$ cat src/rtl/timer_bank_pkg.sv
// Shared types and constants for timer_bank: FSM states, register map, MODE codes, CTRL bit positions.
package timer_bank_pkg;

  typedef enum logic [1:0] {
    ST_IDLE = 2'd0,
    ST_LOAD = 2'd1,
    ST_CNT  = 2'd2,
    ST_INT  = 2'd3
  } state_e;

  // Word offsets within a channel (byte offsets 0x0/0x4/0x8/0xC)
  localparam logic [1:0] REG_CTRL   = 2'd0;
  localparam logic [1:0] REG_PRESET = 2'd1;
  localparam logic [1:0] REG_COUNT  = 2'd2;
  localparam logic [1:0] REG_STATUS = 2'd3;

  localparam logic [1:0] MODE_ONESHOT = 2'b00;
  localparam logic [1:0] MODE_AUTO    = 2'b01;

  localparam int CTRL_EN      = 0;
  localparam int CTRL_MODE_LO = 1;
  localparam int CTRL_IM      = 3;
  localparam int CTRL_PS_LO   = 4;

  function automatic logic [31:0] beMask(input logic [3:0] be);
    return {{8{be[3]}}, {8{be[2]}}, {8{be[1]}}, {8{be[0]}}};
  endfunction

endpackage

$ cat src/rtl/timer_channel.sv
// One timer channel: CTRL/PRESET/COUNT/STATUS, IDLE-LOAD-CNT-INT FSM, sticky pending; writes take effect next cycle, never stalls.
// Optional 15-bit prescaler under TIMER_BANK_PRESCALE_EN.
module timer_channel
  import timer_bank_pkg::*;
#(
  parameter int CNT_W = 32
) (
  input  logic        clk,
  input  logic        reset,
  input  logic        we,
  input  logic [1:0]  regSel,
  input  logic [31:0] din,
  input  logic [3:0]  be,
  output logic [31:0] rdData,
  output logic        intReq
);

  state_e           state, nextState;
  logic             en, im, pending;
  logic [1:0]       mode;
  logic [3:0]       ps;
  logic [CNT_W-1:0] preset, count;
  logic [31:0]      wrMask, ctrlWord;
  logic             tick, doLoad, doDec, doInt, doStop;
  logic             ctrlWr, presetWr, statusClr;

  assign ctrlWr    = we && regSel == REG_CTRL && be[0];
  assign presetWr  = we && regSel == REG_PRESET;
  assign statusClr = we && regSel == REG_STATUS && be[0] && din[0];
  assign wrMask    = beMask(be);

`ifdef TIMER_BANK_PRESCALE_EN
  logic [14:0] presc, prescMax;

  assign prescMax = 15'((16'd1 << ps) - 16'd1);
  assign tick     = (presc == prescMax);

  always_ff @(posedge clk) begin
    if (reset) begin
      ps    <= '0;
      presc <= '0;
    end else begin
      if (ctrlWr) ps <= din[CTRL_PS_LO +: 4];
      if (state == ST_LOAD)
        presc <= '0;
      else if (state == ST_CNT && en)
        presc <= tick ? 15'd0 : presc + 15'd1;
    end
  end
`else
  assign ps   = '0;
  assign tick = 1'b1;
`endif

  always_ff @(posedge clk) begin
    if (reset) state <= ST_IDLE;
    else       state <= nextState;
  end

  always_comb begin
    nextState = state;
    case (state)
      ST_IDLE: if (en) nextState = ST_LOAD;
      ST_LOAD: nextState = ST_CNT;
      ST_CNT:  if (en && tick && count <= CNT_W'(1)) nextState = ST_INT;
      ST_INT:  nextState = (mode == MODE_AUTO) ? ST_LOAD : ST_IDLE;
      default: nextState = ST_IDLE;
    endcase
  end

  always_comb begin
    doLoad = (state == ST_LOAD);
    doDec  = (state == ST_CNT) && en && tick && count > CNT_W'(1);
    doInt  = (state == ST_CNT) && en && tick && count <= CNT_W'(1);
    doStop = (state == ST_INT) && mode != MODE_AUTO;
  end

  always_ff @(posedge clk) begin
    if (reset) begin
      en      <= 1'b0;
      mode    <= MODE_ONESHOT;
      im      <= 1'b0;
      preset  <= '0;
      count   <= '0;
      pending <= 1'b0;
    end else begin
      if (ctrlWr) begin
        en   <= din[CTRL_EN];
        mode <= din[CTRL_MODE_LO +: 2];
        im   <= din[CTRL_IM];
      end
      // End of a one-shot overrides a coincident CTRL write
      if (doStop) en <= 1'b0;
      if (presetWr)
        preset <= (preset & ~wrMask[CNT_W-1:0]) | (din[CNT_W-1:0] & wrMask[CNT_W-1:0]);
      if (doLoad)
        count <= (preset == '0) ? CNT_W'(1) : preset;
      else if (doDec)
        count <= count - CNT_W'(1);
      else if (doInt)
        count <= '0;
      if (statusClr) pending <= 1'b0;
      if (doInt)     pending <= 1'b1;
    end
  end

  always_comb begin
    ctrlWord                     = '0;
    ctrlWord[CTRL_EN]            = en;
    ctrlWord[CTRL_MODE_LO +: 2]  = mode;
    ctrlWord[CTRL_IM]            = im;
    ctrlWord[CTRL_PS_LO +: 4]    = ps;
    case (regSel)
      REG_CTRL:   rdData = ctrlWord;
      REG_PRESET: rdData = 32'(preset);
      REG_COUNT:  rdData = 32'(count);
      default:    rdData = {31'b0, pending};
    endcase
  end

  assign intReq = pending & im;

endmodule

$ cat src/rtl/timer_bank.sv
// NUM_CH independent down-counter timers behind a word-addressed register bus; reads combinational, writes land next cycle, no stalls.
// Prescaler support is enabled by defining TIMER_BANK_PRESCALE_EN.
module timer_bank
  import timer_bank_pkg::*;
#(
  parameter int NUM_CH = 2,
  parameter int CNT_W  = 32
) (
  input  logic              clk,
  input  logic              reset,
  input  logic [4:0]        Addr,
  input  logic [31:0]       Din,
  input  logic [3:0]        BE,
  input  logic              We,
  output logic [31:0]       Dout,
  output logic [NUM_CH-1:0] IntReq
);

  logic [2:0]        chIdx;
  logic [1:0]        regSel;
  logic [NUM_CH-1:0] chWe;
  logic [31:0]       chRd [NUM_CH];

  assign chIdx  = Addr[4:2];
  assign regSel = Addr[1:0];

  for (genvar i = 0; i < NUM_CH; i++) begin : gCh
    assign chWe[i] = We && (chIdx == 3'(i));
    timer_channel #(.CNT_W(CNT_W)) uCh (
      .clk    (clk),
      .reset  (reset),
      .we     (chWe[i]),
      .regSel (regSel),
      .din    (Din),
      .be     (BE),
      .rdData (chRd[i]),
      .intReq (IntReq[i])
    );
  end

  // Channel indices with no instance fall through to zero
  always_comb begin
    Dout = '0;
    for (int i = 0; i < NUM_CH; i++)
      if (chIdx == 3'(i)) Dout = chRd[i];
  end

endmodule

$ cat config.mk
export PLATFORM = sky130hd
export DESIGN_NAME = timer_bank
export DESIGN_NICKNAME = d
export VERILOG_FILES = /design/src/rtl/timer_bank_pkg.sv /design/src/rtl/timer_channel.sv /design/src/rtl/timer_bank.sv
export SDC_FILE = /design/constraint.sdc
export NUM_CORES = 1
export LEC_CHECK = 0
export ABC_AREA = 1
export CORE_UTILIZATION = 51
export DETAILED_ROUTE_END_ITERATION = 12
export PLACE_DENSITY_LB_ADDON = 0.12
export SYNTH_ARGS = -nofsm -noshare
export SYNTH_HDL_FRONTEND = slang
export SYNTH_SLANG_ARGS = --single-unit
$ cat constraint.sdc
create_clock -name clk -period 2.1 [get_ports clk]
set_clock_uncertainty 0.2 [all_clocks]
set_input_delay 0.42 -clock clk [delete_from_list [all_inputs] [get_ports clk]]
set_output_delay 0.42 -clock clk [all_outputs]
set_load 0.03 [all_outputs]
### Word-level counts from Yosys, hierarchy flattened

Index checks and enable logic that the tools add are counted.

| cells by class | value |
|---|---|
| add/sub/neg operators | 2 |
| order comparisons | 4 |
| equal/unequal tests | 18 |
| muxes and demuxes | 24 |
| bitwise gates (word level) | 8 |
| reduce and logical (&&, ||, !) cells | 38 |

Operators by type and width:

| cell | count |
|---|---|
| 32-bit 2-to-1 mux | 10 |
| 32-bit case mux with 3 select lines | 2 |
| 32-bit AND | 3 |
| 32-bit by 1-bit > comparator with 1-bit output, second input constant | 2 |
| 32-bit by 1-bit <= comparator with 1-bit output, second input constant | 2 |
| 32-bit logical NOT | 2 |
| 32-bit bitwise OR | 2 |
| 32-bit by 1-bit subtractor with 32-bit output, second input constant | 2 |
| 32-bit inverter | 1 |
| 1-bit logical AND | 24 |
| 2-bit case mux with 4 select lines | 2 |
| 2-bit equality test, second input constant | 6 |
| 2-bit by 1-bit inequality test with 1-bit output, second input constant | 6 |
| 2-bit by 1-bit equality test with 1-bit output, second input constant | 5 |
| 2-bit 2-to-1 mux | 4 |
| 2-bit logical NOT | 3 |
| 1-bit 2-to-1 mux | 6 |
| 3-bit nonzero test | 2 |
| 2-bit AND reduction | 2 |
| 2-bit nonzero test | 2 |
| 2-bit OR reduction | 2 |
| 3-bit by 1-bit equality test with 1-bit output, second input constant | 1 |
| 3-bit logical NOT | 1 |
| 1-bit AND | 2 |

| word-level totals | value |
|---|---|
| bits in registers | 142 |
| bits of input ports | 44 |
| output and inout port bits | 34 |
| logic and storage cells | 108 |

### Logic depth before layout (Yosys ltp)

| depth | value |
|---|---|
| word-level depth | 7 |
| gate-level depth with buffers | 12 |

### Modules after synthesis

A second synthesis with hierarchy kept.

| second synthesis, totals | value |
|---|---|
| cell total of the unflattened synthesis | 1537 |
| area, all modules | 9824.4 um^2 |

By module, submodules not included:

| module | instances | cells each | area an instance (um^2) |
|---|---|---|---|
| timer_channel (gCh[0].uCh) | 1 | 709 | 4534.3 |
| timer_channel (gCh[1].uCh) | 1 | 711 | 4520.6 |
| timer_bank | 1 | 117 | 769.5 |

### Worst setup path after synthesis

Ideal clock, no wire load.

| timing | value |
|---|---|
| kind | input port to output port |
| from | input port Addr[0] |
| to | output port Dout[1] |
| data arrival time | 1627 ps |
| required time | 1480 ps |
| setup slack | -147 ps |
| cell stages on the path | 7 |
| path buffers | 1 |
| path through | inv_1 -> nor2_2 -> inv_2 -> clkbuf_1 -> o22ai_1 -> a21oi_1 -> o22ai_1 |

| on the way | value |
|---|---|
| longest elaborated chain between the ends | 4 |
| elaborated cells on any way between the ends | 7 |
| those cells by class | 2 x eq/ne; 4 x mux; 1 x reduce/logical |

Ends and longest elaborated chain:

| element | RTL line | RTL |
|---|---|---|
| start: declaration | timer_bank.sv:11 | `input logic [4:0] Addr,` |
| 2-bit equality test (tied with other cells) | timer_channel.sv:113 | `case (regSel)` |
| 32-bit case mux with 3 select lines | timer_channel.sv:113 |  |
| 32-bit 2-to-1 mux | timer_bank.sv:45 | `if (chIdx == 3'(i)) Dout = chRd[i];` |
| 32-bit 2-to-1 mux * | timer_bank.sv:45 |  |
| end: declaration | timer_bank.sv:15 | `output logic [31:0] Dout,` |

Every way passes the cells marked *; elsewhere a longest branch is shown, timed or not.

### Worst setup path after layout

| timing | value |
|---|---|
| from | input port Addr[0] |
| to | output port Dout[30] |

Same word-level chain as after synthesis.

==> PnR_summary.wiki <==
{| class="wikitable"
! Metric !! Value
|-
| Primary flip-flop cell chosen by synthesis mapping || sky130_fd_sc_hd__dfxtp_1
|-
| Cell accounting for the most synthesized area || sky130_fd_sc_hd__dfxtp_1
|-
| Startpoint of the tightest hold check path || gCh[0].uCh.pending$_SDFFE_PP0P_
|-
| Number of standard-cell rows in the floorplan || 48
|-
| Async set-or-reset flop fraction in the synthesized netlist || 0%
|-
| Synth Cell Area || 9240 um^2
|-
| CTS Hold Bufs || 0
|-
| Post-detailed-route DRC marker count || 0
|-
| Setup slack, reg-to-reg || 0.13 ns
|-
| R2r endpoint || gCh[1].uCh.count[26]$_SDFFE_PP0P_
|-
| Worst Hold End || gCh[0].uCh.pending$_SDFFE_PP0P_
|-
| Sink count of the clock tree || 142
|-
| Critical Path AT || 1.63 ns
|-
| Post-layout minimum cycle time || 2.25 ns
|-
| Worst endpoint required time || 1.48 ns
|-
| Violations in the final reports || negative setup slack
|-
| CTS Root Buffer Type || sky130_fd_sc_hd__clkbuf_16
|-
| TNS Setup || -2.00 ns
|-
| Clock tree from TritonCTS || yes
|-
| Maximum achievable frequency || 0.445 GHz
|-
| Maximum clock insertion buffer count || 2
|-
| Nets in the synthesized netlist || 1,500
|-
| Core region area || 17,500 um^2
|-
| Crit path setup slack, layout || -0.149 ns
|-
| Hold Crit Depth || 2
|-
| Synth warn || 0
|-
| Share of Yosys cell area claimed by the top area cell type || 30.8%
|-
| Global-route wire length before repair || 52.4 mm
|-
| Kind of path behind the tightest hold check || reg -> reg
|-
| Routed WL per cell || 18.8 um
|-
| Ratio of cells with drive above 1 in the final layout || 20.4%
|-
| Maximum fanout along the worst path || 9
|-
| Buffers added on ports || 77
|-
| Utilization after layout || 70.5%
|-
| Length of the first detailed-routing pass in iterations || 6
|-
| Routability congestion estimate from global placement || 0.988
|-
| Overall die width || 137 um
|-
| Clock transition time at the flip-flop clock pins of the worst setup and hold paths || 0.06 ns
|-
| Vert. Die Dim || 137 um
|-
| Count of nets left with antenna violations after detail routing || 0
|-
| Source-to-sink clock delay at the later pin of the worst-skew pair || 0.43 ns
|-
| Via density || 5.82
|-
| Run status || finished with violations
|-
| Final Max Tran Viols || 0
|-
| Number of antenna violations at the first check in global routing || 0
|-
| Number of global-route vias before repair || 9,604
|-
| Number of inserted diodes || 0
|-
| Max H-tree Level || 4
|-
| Io pins || 78
|-
| TritonCTS buffer count || 17
|-
| Distinct cell type count after synthesis || 40
|-
| Post-synth top cells || sky130_fd_sc_hd__inv_1, sky130_fd_sc_hd__o21ai_0, sky130_fd_sc_hd__nor2_1
|-
| Full die area || 18,700 um^2
|-
| Pin count of the biggest net entering global routing || 61
|-
| Synthesized flop and latch total || 142
|-
| Area Overhead vs Synth || 33.2%
|-
| Number of standard cells after synthesis || 1,442
|-
| Final cycle utilization of the critical path || 107%
|-
| Via Count || 10,600
|-
| Setup repair after global routing missed its margin || true
|-
| Final wirelength || 34.0 mm
|-
| Fillcell total || 1,454
|-
| MaxCap Viol Count || 0
|-
| Per-instance average area after synthesis || 6.41 um^2
|-
| Number of synthesized flops with an enable pin || 0
|-
| Startpoint type of the worst setup path || input pin
|-
| Critical path capture point type || output port
|-
| Post-layout total power || 15,800 uW
|-
| Placed wire-length estimate || 24.1 mm
|-
| Tightest Pin Transition || 0.368 ns
|-
| Standby leakage power || 0.00537 uW
|-
| Post-Place Worst Slack || -0.470 ns
|-
| Initial cell density of the core || 52.9%
|-
| Final Hold Violating Endpoints || 0
|-
| Overall overflow remaining after global route || 0
|-
| Cell types with the largest area share after synthesis || sky130_fd_sc_hd__dfxtp_1, sky130_fd_sc_hd__o21ai_0, sky130_fd_sc_hd__inv_1, sky130_fd_sc_hd__nor2_1, sky130_fd_sc_hd__nand2_1
|-
| Endpoints failing setup || 31
|-
| Crit Path Category || in -> out
|-
| Detailed router's first-iteration violation count || 1,039
|-
| Proportion of synthesized chip area in sequential cells || 30.8%
|-
| Highest ir drop seen on vdd || 0.00158 V
|-
| Power density relative to cell area || 1280 nW/um^2
|-
| Worst r2r path cells || 10
|-
| Max-Slew Margin vs Limit || 75.5%
|-
| Count of nets after finishing || 1,634
|-
| Dominant cell by count in the synthesized netlist || sky130_fd_sc_hd__inv_1
|-
| Aggregate global-route resource usage || 37.0%
|-
| Reg-to-Reg Start || gCh[1].uCh.count[22]$_SDFFE_PP0P_
|}
==> metal layers <==
metal  global-route usage [%]  part of all wire (%)  up-vias
met4                     18.5                   4.5        0
met5                        0                     0        -
met2                     58.3                    46      556
li1                         -                     -     5034
met3                     6.67                   8.3      101
met1                     48.3                    42     4868
==> critical path, stage by stage <==
cell	delay [ns]
sky130_fd_sc_hd__buf_2	0.13
sky130_fd_sc_hd__inv_2	0.06
sky130_fd_sc_hd__nor2_4	0.17
sky130_fd_sc_hd__inv_8	0.10
sky130_fd_sc_hd__buf_12	0.16
sky130_fd_sc_hd__o22ai_4	0.19
sky130_fd_sc_hd__a22o_1	0.24
sky130_fd_sc_hd__buf_6	0.15
==> how the worst max path moves through the flow <==
stage	from	endpoint	slack (ns)	depth (start not counted)
after floorplan	Addr[4]	Dout[11]	0.008	4
after global placement	Addr[1]	Dout[30]	-0.43	8
after detailed placement	Addr[1]	Dout[14]	-0.47	8
after CTS	Addr[1]	Dout[14]	-0.07	8
after global routing	Addr[0]	Dout[24]	-0.15	8
final	Addr[0]	Dout[30]	-0.15	8
==> power breakdown <==
part,total (uW),internal [uW],switching (uW)
combinational,9210,3250,5960
sequential,3350,3010,342
clock,3250,2040,1210
total,15800,8300,7510
==> through the flow <==
stage	instances	instance area, um^2	hold slack [ns]
after global placement	1767	10800	0.289
after detailed placement	1767	10800	0.290
final	1813	12300	0.314
after floorplan	1442	9270	0.258
after CTS	1812	12200	0.306
after global routing	1813	12300	0.327
==> cell families after synthesis <==
logic type / after synthesis / share of synthesized area [%]
AOI/OAI and AO/OA: 443 / 26.8
DFF: 142 / 30.8
buffers and inverters: 304 / 12.9
adders and majority gates: 14 / 1.89
and+or+nand+nor: 514 / 25.3
xor gates and xnor gates: 25 / 2.37
==> final cells by class <==
| type | instances | area [um^2] | share of cell area, % |
|---|---|---|---|
| Clock buffer | 21 | 460 | 3.74 |
| Clock inverter | 10 | 163 | 1.32 |
| Inverter | 239 | 930 | 7.55 |
| Multi-Input combinational cell | 996 | 5720 | 46.4 |
| Sequential cell | 142 | 2850 | 23.1 |
| Tap cell | 225 | 282 | 2.29 |
| Timing Repair Buffer | 180 | 1920 | 15.6 |
==> timing repair <==
action,CTS,global route
endpoints found under the setup margin,36,68
cloned,8,1
pin swaps,25,12
buffers inserted,7,0
resized for setup,157,19
==> placed cells by master (no fill, tap or decap), types with 9 or more instances in the layout <==
cell type and instances:
sky130_fd_sc_hd__nand2_1 181, sky130_fd_sc_hd__ha_1 13, sky130_fd_sc_hd__nand2_2 24, sky130_fd_sc_hd__clkdlybuf4s50_1 38
sky130_fd_sc_hd__o22ai_2 45, sky130_fd_sc_hd__nand4_1 36, sky130_fd_sc_hd__buf_6 39, sky130_fd_sc_hd__buf_12 11
sky130_fd_sc_hd__nor2_1 184, sky130_fd_sc_hd__a22o_1 21, sky130_fd_sc_hd__inv_1 224, sky130_fd_sc_hd__o22ai_1 15
sky130_fd_sc_hd__o21ai_0 198, sky130_fd_sc_hd__clkbuf_16 18, sky130_fd_sc_hd__xor2_1 25, sky130_fd_sc_hd__nor2_4 9
sky130_fd_sc_hd__a21oi_2 16, sky130_fd_sc_hd__nand3_1 52, sky130_fd_sc_hd__a21oi_1 118, sky130_fd_sc_hd__buf_4 75
sky130_fd_sc_hd__inv_2 9, sky130_fd_sc_hd__dfxtp_1 138
No activity file was read; power rests on OpenSTA's default activity.
